===== config.mk =====
export PLATFORM = sky130hd
export DESIGN_NAME = jt12_cen_gen
export DESIGN_NICKNAME = d
export VERILOG_FILES = /design/src/rtl/jt12_cen_gen.sv
export SDC_FILE = /design/constraint.sdc
export NUM_CORES = 1
export LEC_CHECK = 0
export ABC_CLOCK_PERIOD_IN_PS = 2300
export CORE_UTILIZATION = 50
export CTS_BUF_LIST = sky130_fd_sc_hd__clkbuf_2 sky130_fd_sc_hd__clkbuf_4 sky130_fd_sc_hd__clkbuf_8
export DETAILED_ROUTE_END_ITERATION = 12
export GPL_ROUTABILITY_DRIVEN = 0
export GPL_TIMING_DRIVEN = 0
export PLACE_DENSITY = 0.84
export SLEW_MARGIN = 20
export SYNTH_ARGS = -nofsm -noshare
export SYNTH_HDL_FRONTEND = slang
export SYNTH_SLANG_ARGS = --single-unit

===== constraint.sdc =====
create_clock -name clk_i -period 2.3 [get_ports clk_i]
set_input_delay 0.345 -clock clk_i [delete_from_list [all_inputs] [get_ports clk_i]]
set_output_delay 0.345 -clock clk_i [all_outputs]
set_load 0.05 [all_outputs]

===== src/rtl/jt12_cen_gen.sv =====
// Multi-channel clock-enable generator: each channel divides the master cen (or the
// previous channel's tick) by a runtime-programmable, period-shadowed divisor.
module jt12_cen_gen #(
    parameter int                 CH      = 4,
    parameter int                 CW      = 5,
    parameter logic [CH*CW-1:0]   DIV_RST = '0
) (
    input  logic               clk_i,
    input  logic               rst_i,
    input  logic               cen_i,
    input  logic [CH*CW-1:0]   div_n_i,
    input  logic [CH-1:0]      cascade_i,
    input  logic [CH-1:0]      ch_en_i,
    input  logic               sync_i,
    output logic [CH-1:0]      cen_out_o
);

    logic [CW-1:0] cnt_q [CH];
    logic [CW-1:0] cnt_d [CH];
    logic [CW-1:0] lim_q [CH];
    logic [CW-1:0] lim_d [CH];
    logic [CH-1:0] tick;
    logic [CH-1:0] cen_out_q;

    // Ripple the tick chain through a local so cascaded channels see their
    // predecessor's tick in the same cycle and stay phase-aligned.
    always_comb begin
        logic prev_tick;
        logic src;
        prev_tick = 1'b0;
        src       = 1'b0;
        tick      = '0;
        for (int i = 0; i < CH; i++) begin
            cnt_d[i] = cnt_q[i];
            lim_d[i] = lim_q[i];
            src      = (i != 0 && cascade_i[i]) ? prev_tick : cen_i;
            tick[i]  = src & ch_en_i[i] & (cnt_q[i] == '0) & ~sync_i;
            if (sync_i || !ch_en_i[i]) begin
                cnt_d[i] = '0;
                lim_d[i] = div_n_i[i*CW +: CW];
            end else if (src) begin
                // New divisor is only taken at wrap, so a period is never cut short.
                if (cnt_q[i] == lim_q[i]) begin
                    cnt_d[i] = '0;
                    lim_d[i] = div_n_i[i*CW +: CW];
                end else begin
                    cnt_d[i] = cnt_q[i] + 1'b1;
                end
            end
            prev_tick = tick[i];
        end
    end

    always_ff @(posedge clk_i or posedge rst_i) begin
        if (rst_i) begin
            for (int i = 0; i < CH; i++) begin
                cnt_q[i] <= '0;
                lim_q[i] <= DIV_RST[i*CW +: CW];
            end
            cen_out_q <= '0;
        end else begin
            cnt_q     <= cnt_d;
            lim_q     <= lim_d;
            cen_out_q <= tick;
        end
    end

    assign cen_out_o = cen_out_q;

endmodule


==> impl_metrics.csv <==
group,metric,value,unit
status,status,"finished, violations left",
status,violations,"design-rule violations, negative setup slack",
yosys,synthArstFlopShare,100,%
timing,worst_slew_pin_slew,0.696,ns
routing,ant_nets,0,
timing,finalCriticalPeriod,2.45,ns
pwr,p_clk_share,27.8,%
routing,vias_per_cell,5.74,
clock_network,htree_levels,2,
routing,drc_errors,1,
timing,setup_ws,-0.150,ns
timing,fin_skew,0.00543,ns
routing,routed_wl,4.71,mm
clock_network,cts.sinks,44,
routing,wl_per_cell,14.7,um
global_route,grt_pass1_wl,7.94,mm
layout,final_cell_area,0.00303,mm^2
timing,hold_viol_final,0,
pwr,p_sw_share,26.6,%
place,dpl-instance-area,0.00283,mm^2
timing,period_share,107,%
setup_path,reg2reg_depth,7,
setup_path,cp.required,2.49,ns
timing,slew-limit-headroom,52.8,%
pwr,combPwrFrac,19.8,%
setup_path,worstSetupEndpointType,"flop",
yosys,synth_ff_type,"dfrtp_1",
yosys,synth_top_cell_by_area,"dfrtp_1",
place,dp_hpwl,3.25,mm
clock_network,cts.clk_slew.worst_paths,0.08,ns
clock_network,root_buffer,"clkbuf_8",
place,portBuffers,34,
floorplan,fp.dieH,71.3,um
yosys,mappedNetlistNets,261,
global_route,grt_pass1_vias,1799,
floorplan,core_area,0.00447,mm^2
layout,area_growth,26.3,%
pwr,powerDensity,548,mW/mm^2
timing,rsz0062_at_grt,"yes",
hold_path,hp-class,"in -> async",
layout,num_antenna_cells,0,
yosys,syn_area_per_cell,10.9,um^2
yosys,synth-seq-cells,44,
yosys,syn-cell-area,0.00240,mm^2
floorplan,die_area,0.00508,mm^2
setup_path,path_depth,7,
yosys,synth_area_leaders,"dfrtp_1 (46%), mux2_2 (7.5%), ha_1 (4.2%)",
routing,num_vias,1843,
run,maxCapViolations,0,
layout,nets,309,
setup_path,critical_path.top_delay_family,"simple AND/OR/NAND/NOR gates",
global_route,grt_use_total,20.2,%
setup_path,cp_slowest_cell,"or4b_4",
floorplan,io_pins,36,
setup_path,max_stage_delay,0.49,ns
clock_network,cts_buffers,5,
clock_network,clk_latency,0.30,ns
routing,drt-pass1-iter-count,8,
pwr,p_switching,0.442,mW
timing,setup_violations,15,
floorplan,fp.dieW,71.3,um
setup_path,crit_fanout,5,
yosys,ys_warn_count,0,
global_route,grt_overflow,0,
setup_path,crit_path_start_kind,"flop",
setup_path,cp.arrival,2.64,ns
timing,drv_slew,0,
layout,drive_gt1_share,20.4,%
floorplan,initial_core_util,53.7,%
pwr,vdd_drop_max,0.000352,V
yosys,ys_seq_area_share,45.9,%
floorplan,rows,24,
clock_network,cts_buffer_depth,2,
yosys,yosysTopAreaCellShare,45.9,%
global_route,grt_start_max_net_pins,33,
yosys,syn_inst,221,
pwr,internal_power,1.22,mW
layout,nFillCells,327,
yosys,synth-edff-count,0,
layout,final_util,67.8,%
setup_path,critPathBufInv,1,
clock_network,cts_tree,"done",
timing,whs,0.296,ns
yosys,yosys.cell_types.count,47,
timing,timing.fmax,408,MHz
layout,layout_common_cells,"dfrtp_1 (44), clkdlybuf4s50_1 (34), inv_1 (12), nand3_1 (12)",
pwr,total_power,1.66,mW
routing,drtIter0Drc,161,
pwr,leakagePower,1.32,nW
setup_path,cp_cell_sequence,"inv_1 > ha_1 > or4b_4 > or3_4 > o31a_1 > nor2_4 > mux2_4",
setup_path,critPathKind,"reg -> reg",
place,dp_slack,-0.517,ns
global_route,antenna_found_initial,0,
clock_network,hold_buffers,0,
pwr,pwr-share-seq,52.4,%
layout,layout_commonest_cell,"dfrtp_1",
layer usage:
layer,vias to the layer above,wire length [um],track usage [%]
met4,0,87,8.67
met3,9,214,4.92
met2,43,2310,32.3
met1,906,2100,26.2
li1,885,-,-
met5,-,0,0
cell families after synthesis:
group,count (synthesis),share of synthesized area [%]
XOR/XNOR,16,5.84
buffers and inverters,16,2.81
flip-flops,44,45.9
multiplexers,21,10.6
adder cells (fa/ha/maj),8,4.17
AO/OA/AOI/OAI,45,13.4
AND/OR/NAND/NOR,71,17.2
cells in the mapped netlist (all sizes together) (2+ instances only):
cell	n
xnor2	10
nand2b	10
xor2	6
ha	8
and2b	2
a31oi	2
a311oi	3
inv	14
or3	4
o31ai	4
dfrtp	44
and3	3
a21oi	3
a22o	6
nor2b	10
nand2	12
o21ai	12
mux2	21
nand3	12
o22ai	3
nor2	8
nor3b	2
nor3	2
repair_timing:
item	CTS	global route
pin swaps	5	2
endpoints found under the setup margin	23	24
setup buffers	5	1
gates resized for setup	8	14
flip-flops by register name, summed over array words and instances (netlist names):
register   count
cen_out_o      4
cnt_q         20
lim_q         20
worst register-to-register path: cells and delay by family, from the launching register on:
kind,cells,cell delay [ns]
AND/OR/NAND/NOR,3,1.09
buffers and inverters,1,0.07
multiplexers,1,0.33
AO/OA/AOI/OAI,1,0.35
flip-flops,1,0.39
adder cells (fa/ha/maj),1,0.12
final cells by class:
| type | count | area (um^2) | area share, % |
|---|---|---|---|
| Buffer | 2 | 15.0 | 0.495 |
| Clock buffer | 5 | 68.8 | 2.27 |
| Clock inverter | 2 | 12.5 | 0.413 |
| Inverter | 14 | 52.6 | 1.73 |
| Multi-Input combinational cell | 161 | 1310 | 43.3 |
| Sequential cell | 44 | 1100 | 36.3 |
| Tap cell | 52 | 65.1 | 2.15 |
| Timing Repair Buffer | 41 | 405 | 13.4 |
metrics by stage:
step / std cells / setup TNS [ns]
final: 321 / -1.15
after global routing: 321 / -2.20
after CTS: 320 / -1.40
after detailed placement: 308 / -8.69
after global placement: 307 / -7.43
after floorplan: 221 / -0.395
power groups by stage:
stage | Sequential, mW | Clock, mW | Combinational (mW)
after floorplan | 0.883 | 0 | 0.192
after global placement | 0.883 | 0 | 0.287
after detailed placement | 0.885 | 0 | 0.298
after CTS | 0.869 | 0.473 | 0.310
after global routing | 0.877 | 0.507 | 0.363
final | 0.870 | 0.461 | 0.329
worst paths after layout:
check	end	slack, ns	from
worst max register to register	lim_q[2]	-0.15	cnt_q[11]
worst min-delay path	lim_q[16]	0.30	rst_i
min in group clk_i	lim_q[16]	0.53	lim_q[16]
max in group asynchronous	lim_q[12]	1.55	rst_i
worst max-delay path	lim_q[2]	-0.15	cnt_q[11]
worst min register to register	lim_q[16]	0.53	lim_q[16]
Note: power is estimated with default switching activity, not from simulation.
